===== src/rtl/adder_pkg.sv =====
// Shared definitions for the bit-serial adder: FSM state encoding and counter sizing.
package adder_pkg;

  localparam logic [1:0] ST_IDLE  = 2'd0;
  localparam logic [1:0] ST_SHIFT = 2'd1;
  localparam logic [1:0] ST_DONE  = 2'd2;

  typedef enum logic [1:0] {
    IDLE  = ST_IDLE,
    SHIFT = ST_SHIFT,
    DONE  = ST_DONE
  } state_t;

  // Bits needed to count 0..n-1, never less than one.
  function automatic int cnt_width(input int n);
    int w;
    w = 1;
    while ((1 << w) < n) w++;
    return w;
  endfunction

endpackage


===== src/rtl/full_adder_bit.sv =====
// One-bit full adder built from two half-adder cells with their carries ORed.
module full_adder_bit (
  input  logic a,
  input  logic b,
  input  logic cin,
  output logic s,
  output logic c
);

  logic s0;
  logic c0;
  logic c1;

  halfadder u_ha0 (
    .a (a),
    .b (b),
    .s (s0),
    .c (c0)
  );

  halfadder u_ha1 (
    .a (s0),
    .b (cin),
    .s (s),
    .c (c1)
  );

  assign c = c0 | c1;

endmodule


===== src/rtl/halfadder.sv =====
// Half-adder cell: sum and carry of two single bits.
module halfadder (
  input  logic a,
  input  logic b,
  output logic s,
  output logic c
);

  assign s = a ^ b;
  assign c = a & b;

endmodule


===== src/rtl/serial_adder.sv =====
// Bit-serial LSB-first adder with valid/ready operand and result handshakes.
// Defining SERIAL_ADDER_OVF_EN adds the signed-overflow output ovf.
module serial_adder
  import adder_pkg::*;
#(
  parameter int WIDTH = 8
) (
  input  logic             clk,
  input  logic             rst_n,
  input  logic             in_valid,
  output logic             in_ready,
  input  logic [WIDTH-1:0] a,
  input  logic [WIDTH-1:0] b,
  input  logic             cin,
  output logic             out_valid,
  input  logic             out_ready,
  output logic [WIDTH-1:0] sum,
  output logic             cout,
  output logic             busy
`ifdef SERIAL_ADDER_OVF_EN
  ,
  output logic             ovf
`endif
);

  localparam int CNT_W = cnt_width(WIDTH);
  localparam logic [CNT_W-1:0] CNT_LAST = CNT_W'(WIDTH - 1);

  state_t state;
  state_t state_nxt;

  logic [WIDTH-1:0] a_sh;
  logic [WIDTH-1:0] b_sh;
  logic [WIDTH-1:0] sum_sh;
  logic             carry;
  logic [CNT_W-1:0] cnt;
  logic             cout_r;
  logic             s_bit;
  logic             c_bit;
  logic             last_bit;

  full_adder_bit u_fa (
    .a   (a_sh[0]),
    .b   (b_sh[0]),
    .cin (carry),
    .s   (s_bit),
    .c   (c_bit)
  );

  assign last_bit = (cnt == CNT_LAST);

  always_ff @(posedge clk or negedge rst_n) begin
    if (!rst_n) state <= IDLE;
    else        state <= state_nxt;
  end

  always_comb begin
    state_nxt = state;
    case (state)
      IDLE:    if (in_valid) state_nxt = SHIFT;
      SHIFT:   if (last_bit) state_nxt = DONE;
      DONE:    if (out_ready) state_nxt = IDLE;
      default: state_nxt = IDLE;
    endcase
  end

  // Handshake flags come straight from the state register, so no input reaches an output combinationally.
  assign in_ready  = (state == IDLE);
  assign busy      = (state == SHIFT);
  assign out_valid = (state == DONE);
  assign sum       = sum_sh;
  assign cout      = cout_r;

`ifdef SERIAL_ADDER_OVF_EN
  logic ovf_r;
  assign ovf = ovf_r;
`endif

  always_ff @(posedge clk or negedge rst_n) begin
    if (!rst_n) begin
      a_sh   <= '0;
      b_sh   <= '0;
      sum_sh <= '0;
      carry  <= 1'b0;
      cnt    <= '0;
      cout_r <= 1'b0;
`ifdef SERIAL_ADDER_OVF_EN
      ovf_r  <= 1'b0;
`endif
    end else begin
      case (state)
        IDLE: begin
          if (in_valid) begin
            a_sh  <= a;
            b_sh  <= b;
            carry <= cin;
            cnt   <= '0;
          end
        end
        SHIFT: begin
          sum_sh <= {s_bit, sum_sh[WIDTH-1:1]};
          a_sh   <= {1'b0, a_sh[WIDTH-1:1]};
          b_sh   <= {1'b0, b_sh[WIDTH-1:1]};
          carry  <= c_bit;
          cnt    <= cnt + CNT_W'(1);
          if (last_bit) begin
            cout_r <= c_bit;
`ifdef SERIAL_ADDER_OVF_EN
            // On the MSB edge carry holds the carry into bit WIDTH-1.
            ovf_r  <= carry ^ c_bit;
`endif
          end
        end
        default: ;
      endcase
    end
  end

endmodule


===== config.mk =====
export PLATFORM = sky130hd
export DESIGN_NAME = serial_adder
export DESIGN_NICKNAME = d
export VERILOG_FILES = /design/src/rtl/adder_pkg.sv /design/src/rtl/full_adder_bit.sv /design/src/rtl/halfadder.sv /design/src/rtl/serial_adder.sv
export SDC_FILE = /design/constraint.sdc
export NUM_CORES = 1
export LEC_CHECK = 0
export ABC_AREA = 1
export CAP_MARGIN = 15
export CORE_MARGIN = 1.5
export CORE_UTILIZATION = 38
export DETAILED_ROUTE_END_ITERATION = 8
export DONT_BUFFER_PORTS = 1
export PLACE_DENSITY = 0.63
export RECOVER_POWER = 100
export SLEW_MARGIN = 5
export SYNTH_ARGS = -nofsm -noshare
export SYNTH_HDL_FRONTEND = slang
export SYNTH_SLANG_ARGS = --single-unit
export TNS_END_PERCENT = 10

===== constraint.sdc =====
create_clock -name clk -period 2.2 [get_ports clk]
set_input_delay 0.44 -clock clk [delete_from_list [all_inputs] [get_ports clk]]
set_output_delay 0.44 -clock clk [all_outputs]
set_load 0.05 [all_outputs]

==> metrics.md, run 1 <==
| Metric | Value |
|---|---|
| Seq/Total Area, Yosys | 0.522 |
| DRT iter0 DRCs | 72 |
| Slew @ Worst Pin | 1.01 ns |
| Largest family of logic cells by synthesized area | simple AND/OR/NAND/NOR gates |
| Worst vdd ir | 584 uV |
| Die Wd | 65.5 um |
| Syn-to-layout area delta | 10.2% |
| Compound-Gate Fraction of Synth Area | 0.0421 |
| Status | completed |
| Worst skew pair latency | 0.28 ns |
| CP peak stage delay | 0.79 ns |
| Die height | 65.5 um |
| First-pass GRT wire length | 5.18 mm |
| Via count | 1,134 |
| Root Driver | clkbuf_8 |
| Final ANT Viol Nets | 0 |
| CP Max Fanout | 3 |
| # IOs | 33 |
| Synth warn | 0 |
| Post-synthesis mux area share | 0 |
| Die Footprint | 0.00430 sq mm |
| Starting Density | 0.400 |
| Buffers and inverters on the worst path | 0 |
| Clock net sink count | 31 |
| Cells after synthesis | 193 |
| Drt via density | 4.57 |
| Layout cells sized above 1 | 0.0750 |
| PwrDens | 1600 mW/mm^2 |
| RSZ-0062 raised after global routing | false |
| Worst path slowest cell | nor2_1 |
| Nets | 223 |
| Final RePlAce weighted congestion | 0.724 |
| CP endpoint kind | output pin |
| Slew headroom | 0.327 |
| Power Total | 0.00262 W |
| Critical Path AT | 1.48 ns |
| Fillers | 399 |
| Mapped Area | 0.00149 sq mm |
| Min Tclk post-route | 1.92 ns |
| # setup viols final | 0 |
| Crit path max-delay family | simple AND/OR/NAND/NOR gates |
| Synth Register Bits | 31 |
| Largest net degree at the start of global routing | 32 |
| CTS tree | yes |
| Post-synthesis simple-gate area fraction | 0.284 |
| # Max-Cap Violations | 0 |
| Worst EP required | 1.76 ns |
| Tcrit/Tclk final | 0.875 |
| Top cell type by total area after synthesis | dfrtp_1 |
| Post-synth top area share | 0.522 |
| Num CTS Buffers | 5 |
| Final Hold Fails | 0 |
| DR DRC count | 0 |
| Total global-route track usage | 0.163 |
| Clock Path Buffers | 2 |
| Core Footprint | 0.00372 sq mm |
| Syn avg cell area | 7.70 sq um |
| Vias in the first global route | 1,187 |
| Most used standard cell by instance count after synthesis | nand2_1 |
| TNS Setup | 0 ns |
| Netlist cell types | 17 |
| Grt ovf | 0 |
| H-tree depth | 2 |
| Synth top cells by count | nand2_1, inv_1, dfrtp_1 |
| Final HPWL DP | 1.88 mm |
| Final Max Slew Viols | 0 |
| Crit path kind | flop to output pin |
| Initial antenna violation count | 0 |
| Area contributors post-synth | dfrtp_1, nand2_1, inv_1 |
| Worst path cell trace | nor2_1 |
| Async S/R FF share, synth | 1.00 |
| F_max | 520 MHz |
| Setup crit start kind | flop |
| Routed WL per cell | 11.6 um |
| Post-synth EDFFs | 0 |
| FP Rows | 22 |
| First drt pass iteration count | 4 |
| Post-Syn Nets | 217 |
| PortBufs | 0 |
| Total wire length | 2.87 mm |
| Ant. Diodes | 0 |
| XOR/XNOR share of the synthesized area | 0 |
| Fin Clk Skew | 0.00512 ns |
| Clk pin slew, worst setup/hold paths | 0.07 ns |
| Worst hold path class | input pin to flop |
| Top_reg_cell synth | dfrtp_1 |
| Leakage power | 0.935 nW |
| Post-synthesis adder-cell area fraction | 0.0303 |
what timing repair did:
| action | CTS | global route |
|---|---|---|
| hold buffers | 2 | 0 |
| endpoints found under the hold margin | 31 | 0 |
| setup buffers | 0 | 0 |
| gates resized for setup | 0 | 0 |
report_power, final:
group,switching [W],leakage [nW],total [W],internal (W)
combinational,0.000580,0.499,0.000879,0.000299
sequential,0.000423,0.385,0.00125,0.000825
clock,0.000210,0.0505,0.000495,0.000284
final cells by class:
cell class	count	area (sq um)	share of cell area
Multi-Input combinational cell	119	522	0.319
Clock inverter	1	7.51	0.00458
Timing Repair Buffer	6	38.8	0.0237
Sequential cell	31	776	0.474
Tap cell	48	60.1	0.0367
Clock buffer	7	96.3	0.0588
Inverter	36	138	0.0840
flip-flops by register name, summed over array words and instances, names as in the netlist:
signal and count:
a_sh 8, b_sh 8, sum 8, cnt 3
state 2, carry 1, cout 1
metrics by stage:
stage	cells	cell area (sq um)	utilization	hold WS, ns	setup slack, ns
floorplan	193	1490	-	0.144	0.383
global placement	238	1540	0.413	0.145	0.585
detailed placement	238	1540	0.413	0.145	0.580
CTS	248	1670	0.449	0.239	0.256
global route	248	1640	0.441	0.241	0.125
finish	248	1640	0.441	0.246	0.275
cell families after synthesis:
logic type | Yosys count
compound gates | 12
fa+ha+maj | 3
buf+inv | 43
flops | 31
simple gates | 104
cells in the final DEF, fill, tap and decap left out:
master         instances
clkbuf_8               7
clkinvlp_4             1
clkbuf_1               1
buf_4                  2
o31ai_1                1
clkbuf_2               2
inv_1                 34
nor2_1                 3
dlygate4sd3_1          1
a21oi_1                2
o21ai_0                9
nand2_1               83
nand3_1               17
dfrtp_1               31
fa_1                   1
ha_1                   2
inv_2                  1
nor2_2                 1
inv_4                  1
path summary, 6_finish.rpt:
kind / from / end / slack (ns) / cells past startpoint
worst max register to register: state[0] / a_sh[3] / 0.35 / 6
max in group asynchronous: rst_n / b_sh[1] / 0.93 / 2
worst min-delay path: out_ready / state[1] / 0.25 / 1
worst min register to register: a_sh[6] / a_sh[6] / 0.48 / 2
worst max-delay path: state[1] / in_ready / 0.28 / 1
min in group asynchronous: rst_n / a_sh[0] / 0.78 / 2
layer usage:
metal / global-route usage / up-vias / wire, um
met4: 0.0625 / 0 / 44
met5: 0 / - / 0
li1: - / 584 / -
met2: 0.249 / 28 / 1280
met3: 0.0753 / 4 / 128
met1: 0.202 / 518 / 1420
Power figures use the tool's default switching activity.
==> run 2: changes to the inputs <==
--- a/config.mk
+++ b/config.mk
@@ -6,12 +6,13 @@
 export NUM_CORES = 1
 export LEC_CHECK = 0
 export ABC_AREA = 1
+export ABC_CLOCK_PERIOD_IN_PS = 2200
 export CAP_MARGIN = 15
 export CORE_MARGIN = 1.5
 export CORE_UTILIZATION = 38
 export DETAILED_ROUTE_END_ITERATION = 8
 export DONT_BUFFER_PORTS = 1
-export PLACE_DENSITY = 0.63
+export PLACE_DENSITY_LB_ADDON = 0.3
 export RECOVER_POWER = 100
 export SLEW_MARGIN = 5
 export SYNTH_ARGS = -nofsm -noshare
==> metrics.md, run 2 (same netlist as run 1, synthesis figures left out) <==
| Metric | Value |
|---|---|
| Layout cells sized above 1 | 0.0650 |
| Die Footprint | 0.00430 sq mm |
| Fin Clk Skew | 0.00461 ns |
| # setup viols final | 0 |
| Worst EP required | 1.76 ns |
| Postcts setup bufs | 0 |
| # Max-Cap Violations | 0 |
| Worst path slowest cell | nor2_1 |
| PwrDens | 1580 mW/mm^2 |
| Worst path cell trace | nor2_1 |
| DRT iter0 DRCs | 62 |
| CP peak stage delay | 0.81 ns |
| Most common cell after layout, fill and taps aside | nand2_1 |
| Num CTS Buffers | 5 |
| Die Wd | 65.5 um |
| Status | completed |
| Clock net sink count | 31 |
| Crit path max-delay family | simple AND/OR/NAND/NOR gates |
| Initial antenna violation count | 0 |
| Final Hold Fails | 0 |
| Min Tclk post-route | 2.02 ns |
| Vias in the first global route | 1,156 |
| # resized after CTS | 0 |
| Most frequent cells in the layout | nand2_1, inv_1, dfrtp_1 |
| Drt via density | 4.57 |
| First drt pass iteration count | 4 |
| Critical Path AT | 1.58 ns |
| Hold_buf cts | 2 |
| Slew @ Worst Pin | 1.39 ns |
| Starting Density | 0.400 |
| Via count | 1,133 |
| Final HPWL DP | 1.86 mm |
| # IOs | 33 |
| Ant. Diodes | 0 |
| Buffers and inverters on the worst path | 0 |
| DR DRC count | 0 |
| PortBufs | 0 |
| Worst skew pair latency | 0.28 ns |
| Core Footprint | 0.00372 sq mm |
| Tcrit/Tclk final | 0.916 |
| Slew headroom | 0.0751 |
| Final RePlAce weighted congestion | 0.718 |
| Clk pin slew, worst setup/hold paths | 0.06 ns |
| Setup crit start kind | flop |
| Die height | 65.5 um |
| Clock Path Buffers | 2 |
| RSZ-0062 raised after global routing | false |
| First-pass GRT wire length | 4.88 mm |
| Nets | 223 |
| CTS tree | yes |
| Worst hold path class | input pin to flop |
| Total wire length | 2.88 mm |
| Final Max Slew Viols | 0 |
| CP Max Fanout | 10 |
| Worst vdd ir | 478 uV |
| Leakage power | 0.939 nW |
| Routed WL per cell | 11.6 um |
| FP Rows | 22 |
| Fillers | 408 |
| Total global-route track usage | 0.150 |
| Power Total | 0.00256 W |
| Crit path kind | flop to output pin |
| CP endpoint kind | output pin |
| Root Driver | clkbuf_8 |
| Grt ovf | 0 |
| Largest net degree at the start of global routing | 32 |
| F_max | 496 MHz |
| Syn-to-layout area delta | 9.26% |
| Final ANT Viol Nets | 0 |
| H-tree depth | 2 |
| TNS Setup | 0 ns |
## run 2: changes by cell type in the layout (fill, tap and decap cells not counted)
cell            previous run  this run
clkbuf_1                   1         2
clkbuf_8                   7         5
clkinv_2                   0         1
clkinvlp_4                 1         0
dlymetal6s2s_1             0         1
## run 2: power by group
| part | internal [W] | total [W] | leakage, nW | switching [W] |
|---|---|---|---|---|
| combinational | 0.000300 | 0.000874 | 0.511 | 0.000574 |
| sequential | 0.000825 | 0.00126 | 0.385 | 0.000434 |
| clock | 0.000222 | 0.000426 | 0.0422 | 0.000205 |
## run 2: layout make-up
class / instances / area (sq um) / area share
Clock buffer: 7 / 76.3 / 0.0470
Multi-Input combinational cell: 119 / 522 / 0.321
Timing Repair Buffer: 6 / 47.5 / 0.0293
Tap cell: 48 / 60.1 / 0.0370
Sequential cell: 31 / 776 / 0.478
Clock inverter: 1 / 5.00 / 0.00308
Inverter: 36 / 138 / 0.0847
## run 2: worst paths after layout
kind | start | endpoint | slack (ns) | depth (start not counted)
setup / recovery | state[0] | in_ready | 0.18 | 1
hold / removal | out_ready | state[1] | 0.26 | 1
setup reg to reg | state[0] | b_sh[6] | 0.32 | 6
hold reg to reg | a_sh[6] | a_sh[6] | 0.48 | 2
max in group asynchronous | rst_n | a_sh[5] | 0.34 | 2
min in group asynchronous | rst_n | sum[4] | 1.05 | 2
## run 2: per-stage QoR
stage	setup WS, ns	cells	cell area [sq um]	utilization	hold WS [ns]
after floorplan	0.383	193	1490	-	0.144
after global placement	0.487	238	1540	0.413	0.145
after detailed placement	0.477	238	1540	0.413	0.145
after CTS	0.169	248	1650	0.443	0.253
after global routing	0.0931	248	1620	0.437	0.245
final	0.185	248	1620	0.437	0.261
## run 2: worst reg2reg max path, stage by stage, from the launching register on
cell     delay [ns]
dfrtp_1        0.52
buf_4          0.25
nand2_1        0.10
nand2_1        0.51
inv_4          0.21
nand2_1        0.11
nand2_1        0.06
## run 2: routing by layer
layer  vias up  global-route usage  share of wire
li1        586                   -              -
met1       509               0.191           0.50
met2        33               0.231           0.44
met3         5              0.0497          0.048
met4         0              0.0703          0.016
met5         -                   0              0
==> run 3: changes to the inputs <==
--- a/config.mk
+++ b/config.mk
@@ -13,7 +13,7 @@
 export DETAILED_ROUTE_END_ITERATION = 8
 export DONT_BUFFER_PORTS = 1
 export PLACE_DENSITY_LB_ADDON = 0.3
-export RECOVER_POWER = 100
+export RECOVER_POWER = 25
 export SLEW_MARGIN = 5
 export SYNTH_ARGS = -nofsm -noshare
 export SYNTH_HDL_FRONTEND = slang
==> metrics.md, run 3 (same netlist as run 1, synthesis figures left out) <==
| Metric | Value |
|---|---|
| Status | completed |
| H-tree depth | 2 |
| Min Tclk post-route | 2.01 ns |
| Starting Density | 0.400 |
| Total wire length | 2.85 mm |
| Ant. Diodes | 0 |
| Vias in the first global route | 1,156 |
| Reg2Reg Depth | 3 |
| Critical Path AT | 1.57 ns |
| Clk pin slew, worst setup/hold paths | 0.06 ns |
| Slew @ Worst Pin | 1.36 ns |
| PwrDens | 1570 mW/mm^2 |
| Leakage power | 0.947 nW |
| Final RePlAce weighted congestion | 0.718 |
| RSZ-0062 raised after global routing | false |
| Worst path cell trace | nor2_1 |
| Worst vdd ir | 499 uV |
| Finished Core Util | 0.441 |
| TNS Setup | 0 ns |
| Most common cell after layout, fill and taps aside | nand2_1 |
| WHS Endpoint | state[1] |
| Final std cells w/o fill | 248 |
| Dpl cells | 238 |
| PortBufs | 0 |
| Core Footprint | 0.00372 sq mm |
| Via count | 1,125 |
| Final HPWL DP | 1.86 mm |
| First drt pass iteration count | 4 |
| Final Hold Fails | 0 |
| Clock Path Buffers | 2 |
| Worst hold path class | input pin to flop |
| First-pass GRT wire length | 4.88 mm |
| Layout cells sized above 1 | 0.0750 |
| Largest net degree at the start of global routing | 32 |
| Fin Clk Skew | 0.00450 ns |
| Hold_sp | out_ready |
| Die height | 65.5 um |
| Setup crit start kind | flop |
| Fin Hold WS | 0.262 ns |
| Nets | 223 |
| Final ANT Viol Nets | 0 |
| Clock net sink count | 31 |
| Worst skew pair latency | 0.28 ns |
| Worst EP required | 1.76 ns |
| Final Max Slew Viols | 0 |
| FP Rows | 22 |
| Die Footprint | 0.00430 sq mm |
| CP peak stage delay | 0.81 ns |
| DR DRC count | 0 |
| Grt ovf | 0 |
| # IOs | 33 |
| Reg2Reg Launch Point | state[0] |
| Slew headroom | 0.0893 |
| Root Driver | clkbuf_8 |
| Num CTS Buffers | 5 |
| Worst setup margin | 0.186 ns |
| Tcrit/Tclk final | 0.916 |
| CP endpoint kind | output pin |
| Reg2reg setup slack | 0.54 ns |
| Postcts setup bufs | 0 |
| Routed WL per cell | 11.5 um |
| DRT iter0 DRCs | 61 |
| CTS tree | yes |
| Syn-to-layout area delta | 10.3% |
| F_max | 496 MHz |
| RR Endpoint | b_sh[7] |
| Total global-route track usage | 0.150 |
| Initial antenna violation count | 0 |
| Cell depth of the worst hold path | 1 |
| Crit path kind | flop to output pin |
| # Max-Cap Violations | 0 |
| Most frequent cells in the layout | nand2_1, inv_1, dfrtp_1 |
| Dpl ws | 0.477 ns |
| # setup viols final | 0 |
| Crit path max-delay family | simple AND/OR/NAND/NOR gates |
| CP Max Fanout | 10 |
| Die Wd | 65.5 um |
| Buffers and inverters on the worst path | 0 |
| Worst path slowest cell | nor2_1 |
| Drt via density | 4.54 |
[run 3: per-stage QoR]
stage	instance area, sq um	total power [W]
after global routing	1640	0.00283
after detailed placement	1540	0.00216
final	1640	0.00258
after floorplan	1490	0.00197
after global placement	1540	0.00214
after CTS	1650	0.00261
[run 3: report_power, final]
group	internal [W]	leakage (nW)	total, W	switching [W]
logic	0.000311	0.519	0.000892	0.000580
clock network	0.000222	0.0422	0.000426	0.000204
registers	0.000825	0.385	0.00126	0.000434
total	0.00136	0.947	0.00258	0.00122
[run 3: cell type report]
class                      instances  area (sq um)
fill                             403          2080
clock inverter                     1          5.00
sequential                        31           776
clock buffer                       7          76.3
inverter                          36           138
tap                               48          60.1
timing repair buffer               6          52.6
multi-input combinational        119           532
[run 3: worst register-to-register path, delay by kind of cell, from the launching register on]
family	cells	cell delay, ns
AOI/OAI and AO/OA	1	0.12
DFF	1	0.49
and+or+nand+nor	2	0.97
[run 3: worst max path at each step]
stage | depth (start not counted) | end | slack [ns] | from
after global placement | 1 | in_ready | 0.49 | state[0]
after CTS | 1 | in_ready | 0.17 | state[0]
after detailed placement | 1 | in_ready | 0.48 | state[0]
after floorplan | 3 | out_valid | 0.38 | state[0]
after global routing | 1 | in_ready | 0.09 | state[0]
final | 1 | in_ready | 0.19 | state[0]
[run 3: timing repair]
| action | in CTS | in global routing |
|---|---|---|
| endpoints found under the hold margin | 31 | 0 |
| gates resized for setup | 0 | 0 |
| hold buffers | 2 | 0 |
[run 3: layer usage]
| layer | global-route usage | share of wire | vias to the layer above |
|---|---|---|---|
| li1 | - | - | 585 |
| met1 | 0.191 | 0.49 | 501 |
| met2 | 0.231 | 0.44 | 34 |
| met3 | 0.0497 | 0.054 | 5 |
| met4 | 0.0703 | 0.016 | 0 |
| met5 | 0 | 0 | - |
